`src/rtl/dram_ctrl_pkg.sv`:
```
// ---------------------------------------------------------------------------
// dram_ctrl_pkg
//   Shared definitions for the DRAM controller data path.
//   - serdes_state_t : state encoding of the data serializer/deserializer
//   - BUF_WRITE/READ : buffer direction values driven on buf_rw, shared with
//                      the controller FSM so both agree on the polarity
// ---------------------------------------------------------------------------
package dram_ctrl_pkg;

    typedef enum logic [1:0] {
        SERDES_IDLE     = 2'd0,
        SERDES_WR_SHIFT = 2'd1,
        SERDES_RD_SHIFT = 2'd2,
        SERDES_RD_HOLD  = 2'd3
    } serdes_state_t;

    localparam logic BUF_WRITE = 1'b1;
    localparam logic BUF_READ  = 1'b0;

endpackage

```
`src/rtl/serdes_bit_counter.sv`:
```
// ---------------------------------------------------------------------------
// serdes_bit_counter
//   Beat counter shared by the write and read paths of dram_data_serdes.
//   Ports:
//     clk, rst_b : rising-edge clock, asynchronous active-low reset
//     clear      : synchronous clear to 0 (takes priority over enable)
//     enable     : advance by one; wraps naturally since DATA_WIDTH is 2^n
//     count      : current bit index
//     last       : count is at DATA_WIDTH-1 (final beat of a word)
// ---------------------------------------------------------------------------
module serdes_bit_counter #(
    parameter  int DATA_WIDTH = 8,
    localparam int CNT_W      = $clog2(DATA_WIDTH)
) (
    input  logic             clk,
    input  logic             rst_b,
    input  logic             clear,
    input  logic             enable,
    output logic [CNT_W-1:0] count,
    output logic             last
);

    logic [CNT_W-1:0] count_q;

    // Clear wins over enable so a new word always starts at bit 0.
    always_ff @(posedge clk or negedge rst_b) begin
        if (!rst_b) begin
            count_q <= '0;
        end else if (clear) begin
            count_q <= '0;
        end else if (enable) begin
            count_q <= count_q + 1'b1;
        end
    end

    assign count = count_q;
    assign last  = (count_q == CNT_W'(DATA_WIDTH - 1));

endmodule

```
`src/rtl/dram_data_serdes.sv`:
```
// ---------------------------------------------------------------------------
// dram_data_serdes
//   Serializes L2 write words into single-bit DRAM column beats (LSB first)
//   and gathers single-bit read beats into an L2 response word.
//   Ports:
//     clk, rst_b                 : clock, asynchronous active-low reset
//     wr_valid/wr_ready/wr_data  : L2 write word handshake
//     rd_req_valid/rd_req_ready  : request to collect one read word
//     l2_rsp_valid/ready/data    : assembled read word towards L2
//     dram_rdy                   : bank can move one bit this cycle
//     beat_en                    : a bit moves this cycle
//     buf_rw                     : 1 = drive dram_dout (write), 0 = read
//     dram_dout / dram_din       : write bit / read bit
//     bit_idx                    : index of the current bit in the word
//     busy                       : any state other than idle
// ---------------------------------------------------------------------------
module dram_data_serdes
    import dram_ctrl_pkg::*;
#(
    parameter  int DATA_WIDTH = 8,
    localparam int CNT_W      = $clog2(DATA_WIDTH)
) (
    input  logic                  clk,
    input  logic                  rst_b,
    input  logic                  wr_valid,
    output logic                  wr_ready,
    input  logic [DATA_WIDTH-1:0] wr_data,
    input  logic                  rd_req_valid,
    output logic                  rd_req_ready,
    output logic                  l2_rsp_valid,
    input  logic                  l2_rsp_ready,
    output logic [DATA_WIDTH-1:0] l2_rsp_data,
    input  logic                  dram_rdy,
    output logic                  beat_en,
    output logic                  buf_rw,
    output logic                  dram_dout,
    input  logic                  dram_din,
    output logic [CNT_W-1:0]      bit_idx,
    output logic                  busy
);

    serdes_state_t         state;
    logic [DATA_WIDTH-1:0] shreg;
    logic [DATA_WIDTH-1:0] rd_word;
    logic [CNT_W-1:0]      cnt;
    logic                  cnt_last;
    logic                  cnt_clear;
    logic                  shifting;

    assign shifting  = (state == SERDES_WR_SHIFT) || (state == SERDES_RD_SHIFT);
    assign cnt_clear = (state == SERDES_IDLE) && (wr_valid || rd_req_valid);

    serdes_bit_counter #(
        .DATA_WIDTH(DATA_WIDTH)
    ) u_bit_counter (
        .clk    (clk),
        .rst_b  (rst_b),
        .clear  (cnt_clear),
        .enable (beat_en),
        .count  (cnt),
        .last   (cnt_last)
    );

    // The read word including the bit arriving this cycle; used both to
    // update the shift register and to publish the finished word on the
    // final beat without waiting a cycle.
    always_comb begin
        rd_word      = shreg;
        rd_word[cnt] = dram_din;
    end

    // One word in flight at a time; a write request takes priority over a
    // simultaneous read request, which then stays pending.
    always_ff @(posedge clk or negedge rst_b) begin
        if (!rst_b) begin
            state       <= SERDES_IDLE;
            shreg       <= '0;
            l2_rsp_data <= '0;
        end else begin
            case (state)
                SERDES_IDLE: begin
                    if (wr_valid) begin
                        shreg <= wr_data;
                        state <= SERDES_WR_SHIFT;
                    end else if (rd_req_valid) begin
                        shreg <= '0;
                        state <= SERDES_RD_SHIFT;
                    end
                end
                SERDES_WR_SHIFT: begin
                    if (dram_rdy) begin
                        shreg <= shreg >> 1;
                        if (cnt_last) begin
                            state <= SERDES_IDLE;
                        end
                    end
                end
                SERDES_RD_SHIFT: begin
                    if (dram_rdy) begin
                        shreg <= rd_word;
                        if (cnt_last) begin
                            l2_rsp_data <= rd_word;
                            state       <= SERDES_RD_HOLD;
                        end
                    end
                end
                SERDES_RD_HOLD: begin
                    if (l2_rsp_ready) begin
                        state <= SERDES_IDLE;
                    end
                end
                default: begin
                    state <= SERDES_IDLE;
                end
            endcase
        end
    end

    // Handshake and bank-side outputs are decoded from the state register.
    assign wr_ready     = (state == SERDES_IDLE);
    assign rd_req_ready = (state == SERDES_IDLE) && !wr_valid;
    assign l2_rsp_valid = (state == SERDES_RD_HOLD);
    assign beat_en      = shifting && dram_rdy;
    assign buf_rw       = (state == SERDES_WR_SHIFT) ? BUF_WRITE : BUF_READ;
    assign dram_dout    = (state == SERDES_WR_SHIFT) ? shreg[0] : 1'b0;
    assign bit_idx      = shifting ? cnt : '0;
    assign busy         = (state != SERDES_IDLE);

endmodule

```
`config.mk`:
```
export PLATFORM = sky130hd
export DESIGN_NAME = dram_data_serdes
export DESIGN_NICKNAME = d
export VERILOG_FILES = /design/src/rtl/dram_ctrl_pkg.sv /design/src/rtl/serdes_bit_counter.sv /design/src/rtl/dram_data_serdes.sv
export SDC_FILE = /design/constraint.sdc
export NUM_CORES = 1
export LEC_CHECK = 0
export CAP_MARGIN = 20
export CORE_ASPECT_RATIO = 1.75
export CORE_UTILIZATION = 44
export CTS_CLUSTER_DIAMETER = 120
export DETAILED_ROUTE_END_ITERATION = 10
export GPL_ROUTABILITY_DRIVEN = 0
export PLACE_DENSITY = 0.87
export SYNTH_ARGS = -nofsm -noshare
export SYNTH_HDL_FRONTEND = slang
export SYNTH_SLANG_ARGS = --single-unit
```
`constraint.sdc`:
```
create_clock -name clk -period 1.45 [get_ports clk]
set_input_delay 0.2175 -clock clk [delete_from_list [all_inputs] [get_ports clk]]
set_output_delay 0.2175 -clock clk [all_outputs]
set_load 0.02 [all_outputs]
```
==> results of run 1 <==
## metrics by stage
step / cells / util (%) / instance area [sq um] / hold WS (ns) / power, uW
global route: 216 / 76.3 / 2100 / 0.330 / 5000
detailed placement: 205 / 67.5 / 1860 / 0.468 / 3560
CTS: 213 / 72.3 / 1990 / 0.307 / 4300
floorplan: 130 / - / 1350 / -0.0781 / 2600
global placement: 205 / 67.5 / 1860 / 0.459 / 3430
finish: 216 / 76.3 / 2100 / 0.292 / 4750
## cell families (layout without fill, tap and decap cells)
family / count (synthesis) / in the layout / share of synthesized area [%]
simple gates: 38 / 38 / 15.9
compound gates: 35 / 35 / 19.6
flops: 21 / 21 / 40.0
buf+inv: 15 / 74 / 6.86
mux: 12 / 12 / 9.25
fa+ha+maj: 8 / 8 / 7.63
xor+xnor: 1 / 1 / 0.667
## cells in the mapped netlist (all sizes together) (2+ instances only)
library cell and count:
dfrtp 21, nand2 16, mux2i 11, o21ai 9, ha 8, a32oi 6, buf 6, inv 6
nor2 6, o211ai 6, o21a 6, and2 4, a21oi 3, clkbuf 3, nand3 3, nand3b 3
nor3b 3, o221ai 2
## worst paths after layout
| path | from | to | slack [ns] |
|---|---|---|---|
| max in group asynchronous | rst_b | u_bit_counter.count[0] | 0.93 |
| worst min register to register | l2_rsp_data[4] | l2_rsp_data[4] | 0.47 |
| worst max register to register | state[1] | shreg[4] | -0.25 |
| worst max-delay path | state[1] | shreg[4] | -0.25 |
| min in group clk | l2_rsp_data[4] | l2_rsp_data[4] | 0.47 |
| worst min-delay path | rst_b | state[0] | 0.29 |
## flip-flops by register name, summed over array words and instances, names as in the netlist
signal	count
shreg	8
u_bit_counter.count	3
state	2
l2_rsp_data	8
## power by group through the flow
stage                     logic (uW)  clock network, uW  registers [uW]
final                           3400                384             961
after global routing            3610                416             978
after CTS                       2980                376             944
after detailed placement        2620                  0             943
after global placement          2500                  0             930
after floorplan                 1690                  0             907
## critical path, stage by stage, from the launching register on
cell and delay [ns]:
dfrtp_1 0.38, inv_2 0.08, buf_12 0.13, ha_4 0.15
buf_6 0.11, nor2_4 0.13, o221a_4 0.24, buf_12 0.12
o211ai_1 0.11, o21a_1 0.13
## layer usage
layer / track usage (%) / vias up / part of all wire (%)
met5: 0 / - / 0
met4: 8.42 / 0 / 3.3
met3: 3.64 / 15 / 3.6
met2: 48.9 / 44 / 57
met1: 24.9 / 628 / 36
li1: - / 582 / -
## layout make-up
class	count	area, sq um
fillers	176	653
inverters	6	25.0
repair buffers	64	661
flip-flops and latches	21	527
clock inverters	1	5.00
clock buffers	3	41.3
well taps	27	33.8
multi-input cells	94	807
## repair_timing
item / CTS / global route
endpoints found under the hold margin: 0 / 0
pin swaps: 6 / 5
setup buffers: 5 / 4
cloned: 1 / 0
endpoints found under the setup margin: 20 / 35
resized for setup: 65 / 30
==> impl_metrics.py, run 1 <==
metrics = {
    "outcome": {
        "status": "finished with violations",
        "violations": "negative setup slack",
    },
    "place": {
        "place_ws_ns": -0.284,
        "dp_hpwl_mm": 2.58,
        "io_buffers": 32,
    },
    "clock_network": {
        "path_clk_slew_ns": 0.08,
        "cts.htree.levels": 1,
        "cts_buffers": 3,
        "cts_root_buf": "clkbuf_8",
        "cts_tree": "built",
        "ctsHoldBuffers": 0,
        "clock_sinks": 21,
        "clockBufferDepth": 2,
        "clock_latency_ns": 0.26,
    },
    "detailed_routing": {
        "wl_per_cell_um": 18.7,
        "via_count": 1269,
        "avgViaCountPerCell": 5.88,
        "drt-pass1-iter-count": 4,
        "drtAntennaViolNets": 0,
        "routed_wl_mm": 4.04,
        "drc": 0,
        "drtIter0Drc": 44,
    },
    "job": {
        "maxCapViolCount": 0,
    },
    "worst_setup_path": {
        "cp-start-kind": "register",
        "endpoint_kind": "register",
        "reg2reg_depth": 9,
        "critPathRequiredTime_ns": 1.60,
        "critPathMaxFanout": 7,
        "critical_path_class": "register to register",
        "crit_arrival_ns": 1.85,
    },
    "die": {
        "die_w_um": 43.3,
        "rows": 25,
        "die-area_sq_um": 3210,
        "die_y_um": 74.3,
        "initial_core_util_pct": 47.7,
        "ioPinCount": 33,
        "fp.coreArea_sq_um": 2750,
    },
    "hold_path": {
        "hold_path.class": "input pin to async pin",
    },
    "finish": {
        "num_antenna_cells": 0,
        "drive_above_1_share_pct": 38.6,
        "layout_common_cells": "dfrtp_1, buf_4, buf_6",
        "area_delta_synth_final_pct": 60.0,
        "final_nets": 213,
    },
    "sta": {
        "fin_crit_sh_pct": 117,
        "period_needed_ns": 1.70,
        "hold_violations": 0,
        "fin_skew_ns": 0.000888,
        "rsz0062_at_grt": "true",
        "final_max_slew_viol_count": 0,
        "tightest_slew_ns": 0.288,
        "fin_ws_ns": -0.251,
        "setup_viol": 18,
        "tns_ns": -2.63,
        "max_slew_margin_pct": 80.3,
        "timing.fmax_mhz": 588,
    },
    "power": {
        "power.switching_uw": 2020,
        "p_sw_share_pct": 42.5,
        "p_clk_share_pct": 8.1,
        "combPwrFrac_pct": 71.7,
        "p_leak_uw": 0.00109,
        "p_per_area_nw_per_um2": 2260,
        "power_frac_seq_pct": 20.2,
        "irDropWorstVdd_uv": 1830,
        "p_int_uw": 2730,
    },
    "logic_synthesis": {
        "syn-instance-count": 130,
        "synth_area_sq_um": 1310,
        "ys.flop_type": "dfrtp_1",
        "yosysSeqAreaShare_pct": 40.0,
        "synth_cell_types": 30,
        "yosysTopAreaCellShare_pct": 40.0,
        "ys_ff_latch": 21,
        "ys.warnings.count": 0,
        "synth_area_leaders": "dfrtp_1, mux2i_1, ha_1, nand2_1, a32oi_1",
        "async_reset_ff_share_pct": 100,
        "syn_nets": 153,
        "synth_edf_count": 0,
        "yosys.area.top_type": "dfrtp_1",
        "avgSynthCellArea_sq_um": 10.1,
    },
    "grt": {
        "grt_pass1_wl_mm": 5.93,
        "globalRoute.totalOverflow": 0,
        "antenna_found_initial": 0,
        "grt_pass1_vias": 1290,
        "grt_max_degree": 22,
        "gr-usage-all-layers_pct": 24.6,
    },
}
No activity file was read; power rests on OpenSTA's default activity.
==> run 2: changes to the inputs <==
- GPL_TIMING_DRIVEN: unset -> 0
==> run 2 against run 1 <==
  * The run still ends with negative setup slack left
  * First-iteration DRC count fell by 27%
  * Clock power rose by 4%
  * Sequential power fell by 1%
  * Clock-buffer cell count did not move
  * Die area did not move
  * Maximum frequency rose by 4.6%
  * Final cell count fell by 0.46%
  * Critical path type is now register to primary output
==> impl_metrics.py, run 2 (synthesis gave the netlist of run 1 again) <==
metrics = {
    "detailed_routing": {
        "drtAntennaViolNets": 0,
        "avgViaCountPerCell": 5.85,
        "drc": 0,
        "wl_per_cell_um": 18.2,
        "via_count": 1257,
        "wl_met3_um": 138,
        "drtIter0Drc": 32,
        "routed_wl_mm": 3.92,
        "wl_met1_mm": 1.32,
        "routed.top_layer": "met4",
        "wl_met2_mm": 2.32,
        "drt-pass1-iter-count": 4,
    },
    "die": {
        "die_w_um": 43.3,
        "fp.coreArea_sq_um": 2750,
        "die-area_sq_um": 3210,
        "die_y_um": 74.3,
        "initial_core_util_pct": 47.7,
        "rows": 25,
        "ioPinCount": 33,
    },
    "power": {
        "irDropWorstVdd_uv": 1690,
        "p_per_area_nw_per_um2": 2160,
        "p_leak_uw": 0.00104,
    },
    "sta": {
        "tightest_slew_ns": 0.910,
        "rsz0062_at_grt": "true",
        "final_max_slew_viol_count": 0,
        "timing.fmax_mhz": 615,
        "period_needed_ns": 1.63,
        "max_slew_margin_pct": 39.2,
        "setup_viol": 24,
        "fin_crit_sh_pct": 112,
        "hold_violations": 0,
        "fin_skew_ns": 0.00149,
        "fin_ws_ns": -0.177,
    },
    "clock_network": {
        "cts_tree": "built",
        "cts_root_buf": "clkbuf_8",
        "ctsHoldBuffers": 0,
        "cts.htree.levels": 1,
        "cts_buffers": 3,
        "clock_latency_ns": 0.27,
        "path_clk_slew_ns": 0.08,
        "clock_sinks": 21,
        "clockBufferDepth": 2,
    },
    "finish": {
        "area_delta_synth_final_pct": 61.8,
        "num_antenna_cells": 0,
        "final_area_sq_um": 2120,
        "utilization_pct": 77.1,
        "seqCellArea_sq_um": 527,
        "multiInputGateArea_sq_um": 890,
        "fill_cells": 170,
        "drive_above_1_share_pct": 45.7,
        "layout_commonest_cell": "dfrtp_1",
        "layout_common_cells": "dfrtp_1, buf_4, buf_6",
        "final_nets": 212,
    },
    "place": {
        "io_buffers": 31,
        "dp_hpwl_mm": 2.47,
        "post_dp_cell_area_sq_um": 1700,
    },
    "worst_setup_path": {
        "critical_path_class": "register to primary output",
        "reg2reg_slack_ns": -0.18,
        "cp-start-kind": "register",
        "crit_arrival_ns": 1.41,
        "endpoint_kind": "primary output",
        "critPathRequiredTime_ns": 1.23,
        "critPathMaxFanout": 5,
    },
    "grt": {
        "gr-usage-all-layers_pct": 22.8,
        "globalRoute.totalOverflow": 0,
        "grt_max_degree": 22,
        "antenna_found_initial": 0,
        "grt_pass1_vias": 1238,
        "grt_pass1_wl_mm": 5.48,
    },
    "outcome": {
        "status": "finished with violations",
        "violations": "negative setup slack",
    },
    "job": {
        "maxCapViolCount": 0,
    },
    "hold_path": {
        "hold_path.class": "input pin to register",
    },
}
## run 2: final timing paths
path                                start        endpoint  cells after the start
min in group asynchronous           rst_b        shreg[6]                      1
max in group asynchronous           rst_b        state[0]                      1
max                              state[0]      bit_idx[2]                      5
min                              dram_din  l2_rsp_data[6]                      3
min reg2reg                l2_rsp_data[2]  l2_rsp_data[2]                      2
max reg2reg                      state[0]        shreg[0]                      7
## run 2: metal layers
metal	GRT usage, %	vias up
met5	0	-
met4	14.1	0
met3	2.43	15
met2	43.9	45
met1	22.1	611
li1	-	586
## run 2: layout make-up
cell class | count | share of cell area, %
Buffer | 8 | 3.83
Clock inverter | 1 | 0.236
Clock buffer | 3 | 1.94
Tap cell | 27 | 1.59
Inverter | 6 | 1.18
Multi-Input combinational cell | 94 | 41.9
Sequential cell | 21 | 24.8
Timing Repair Buffer | 55 | 24.5
## run 2: worst max-delay path: stages, from the launching register on
cell     delay (ns)
dfrtp_2        0.46
inv_4          0.09
ha_4           0.22
buf_6          0.13
and2_4         0.13
buf_6          0.12
## run 2: through the flow
step                hold WS [ns]  setup TNS, ns  power, uW  setup WS (ns)  cells
finish                     0.398          -2.45       4580         -0.177    215
global route               0.424          -3.18       4790         -0.206    215
CTS                        0.428          -1.22       4180         -0.140    208
detailed placement         0.470          -7.36       3230         -0.594    188
global placement           0.460          -6.02       3110         -0.524    188
floorplan                -0.0781         -0.199       2600        -0.0326    130
## run 2: what timing repair did
| item | 4_1_cts | 5_1_grt |
|---|---|---|
| setup buffers | 16 | 7 |
| cloned | 1 | 1 |
| pin swaps | 9 | 8 |
| resized for setup | 75 | 42 |
| setup endpoints to repair | 30 | 29 |
## run 2: power breakdown
part           internal, uW  total (uW)  switching, uW
Clock                   192         400            208
Sequential              776         951            175
Combinational          1630        3230           1600
Total                  2600        4580           1990
==> run 3: changes to the inputs <==
- CORE_UTILIZATION: 44 -> 56
- DONT_BUFFER_PORTS: unset -> 1
- MAX_ROUTING_LAYER: unset -> met4
- PLACE_DENSITY: 0.87 -> 0.85
==> run 3 against run 2 <==
  * Clock-buffer cell count stayed put
  * Worst hold slack got worse by 0.34 ns
  * Critical endpoint unchanged
  * The run still ends with negative setup slack left
  * Highest routed layer unchanged
  * Maximum frequency increased by 1.5%
  * Critical path depth shrank 1
  * Routed wire length down 15%
  * Flip-flop and latch count stayed put
  * Die area fell by 21%
  * Critical path type unchanged
  * Final cell count is 18% lower
  * Clock skew is 0.0044 ns higher
  * Combinational power is 9.0% lower
  * Worst setup slack gained 0.024 ns
  * Sequential share of layout area increased by 6.1 points
==> impl_metrics.py, run 3 (synthesis gave the netlist of run 1 again) <==
metrics = {
    "worst_setup_path": {
        "crit_arrival_ns": 1.39,
        "path_cells": "inv_2, ha_4, buf_6, and2_4",
        "critPathRequiredTime_ns": 1.23,
        "crit_slowest_cell": "dfrtp_1",
        "endpoint_kind": "primary output",
        "critPathMaxFanout": 5,
        "worst-path-buf-inv": 2,
        "crit_family": "flip-flops",
        "cpPeakStageDelay_ns": 0.42,
        "critical_path_class": "register to primary output",
        "cp-start-kind": "register",
    },
    "finish": {
        "finalNonFillerCells": 176,
        "layout_commonest_cell": "dfrtp_1",
        "utilization_pct": 79.3,
        "layout_common_cells": "dfrtp_1, nand2_1, buf_6, mux2i_1, buf_4",
        "fill_cells": 130,
        "final_nets": 176,
        "drive_above_1_share_pct": 37.5,
        "num_antenna_cells": 0,
        "area_delta_synth_final_pct": 29.6,
    },
    "sta": {
        "max_slew_margin_pct": 34.8,
        "rsz0062_at_grt": "true",
        "fin_ws_ns": -0.153,
        "final_max_slew_viol_count": 0,
        "setup_viol": 15,
        "hold_violations": 0,
        "tns_ns": -1.70,
        "tightest_slew_ns": 0.975,
        "period_needed_ns": 1.60,
        "fin_skew_ns": 0.00585,
        "fin_crit_sh_pct": 111,
        "timing.fmax_mhz": 624,
    },
    "clock_network": {
        "clock_sinks": 21,
        "cts_tree": "built",
        "cts_root_buf": "clkbuf_4",
        "clockBufferDepth": 2,
        "path_clk_slew_ns": 0.13,
        "cts.htree.levels": 1,
        "cts_buffers": 3,
        "clock_latency_ns": 0.32,
    },
    "place": {
        "place_inst": 154,
        "place_ws_ns": -0.230,
        "io_buffers": 0,
        "dp_hpwl_mm": 2.14,
    },
    "die": {
        "initial_core_util_pct": 61.1,
        "die-area_sq_um": 2550,
        "die_y_um": 66.0,
        "fp.coreArea_sq_um": 2150,
        "ioPinCount": 33,
        "die_w_um": 38.6,
        "rows": 22,
    },
    "power": {
        "irDropWorstVdd_uv": 2200,
        "p_per_area_nw_per_um2": 2460,
        "p_leak_uw": 0.000759,
    },
    "detailed_routing": {
        "wl_per_cell_um": 18.8,
        "drtAntennaViolNets": 0,
        "routed_wl_mm": 3.32,
        "avgViaCountPerCell": 6.37,
        "drc": 0,
        "drt-pass1-iter-count": 4,
        "via_count": 1121,
        "drtIter0Drc": 27,
    },
    "outcome": {
        "status": "finished with violations",
        "violations": "negative setup slack",
    },
    "grt": {
        "grt_max_degree": 22,
        "grt_pass1_wl_mm": 5.35,
        "gr-usage-all-layers_pct": 29.9,
        "globalRoute.totalOverflow": 0,
        "grt_pass1_vias": 1189,
        "antenna_found_initial": 0,
    },
    "hold_path": {
        "hold_path.class": "input pin to register",
    },
    "job": {
        "maxCapViolCount": 0,
    },
}
[run 3: area by class of cell]
class	count	area, sq um	area share [%]
repair buffers	19	180	10.6
well taps	24	30.0	1.76
plain buffers	8	81.3	4.78
multi-input cells	94	823	48.4
inverters	6	32.5	1.91
clock inverters	1	5.00	0.294
clock buffers	3	22.5	1.32
flip-flops and latches	21	527	31.0
[run 3: power by group]
group | internal, uW | total (uW) | switching (uW)
sequential | 775 | 943 | 168
combinational | 1460 | 2940 | 1480
clock | 103 | 306 | 203
[run 3: timing repair]
| item | in CTS | in global routing |
|---|---|---|
| cloned | 1 | 0 |
| endpoints found under the hold margin | 21 | 0 |
| hold buffers | 1 | 0 |
| setup endpoints to repair | 27 | 26 |
| gates resized for setup | 36 | 13 |
| buffers inserted | 15 | 2 |
| pin swaps | 8 | 7 |
[run 3: per-stage QoR]
step / hold WS (ns) / area (sq um) / power (uW)
after CTS: 0.0927 / 1650 / 3980
after detailed placement: -0.0776 / 1380 / 2950
after global routing: 0.0642 / 1700 / 4430
final: 0.0560 / 1700 / 4180
after global placement: -0.0776 / 1380 / 2850
after floorplan: -0.0781 / 1350 / 2600
[run 3: path summary, 6_finish.rpt]
| check | start | to | slack [ns] | cells after the start |
|---|---|---|---|---|
| min reg2reg | shreg[0] | shreg[0] | 0.53 | 1 |
| min in group asynchronous | rst_b | l2_rsp_data[3] | 0.49 | 1 |
| min | dram_rdy | l2_rsp_data[6] | 0.06 | 2 |
| max in group asynchronous | rst_b | state[0] | 0.31 | 1 |
| max | state[1] | bit_idx[2] | -0.15 | 4 |
| max reg2reg | state[1] | shreg[1] | -0.14 | 7 |
[run 3: worst register-to-register path: cells and delay by family (launching register included)]
| family | cells | cell delay (ns) |
|---|---|---|
| DFF | 1 | 0.42 |
| buffers and inverters | 2 | 0.26 |
| AOI/OAI and AO/OA | 3 | 0.56 |
| and+or+nand+nor | 1 | 0.09 |
| adders and majority gates | 1 | 0.21 |
[run 3: layer usage]
layer / GRT usage [%] / part of all wire [%] / vias up
met4: 9.91 / 1.5 / 0
met3: 5.39 / 4.7 / 8
met1: 30.0 / 36 / 561
met2: 54.6 / 58 / 43
met5: - / 0 / -
li1: - / - / 509
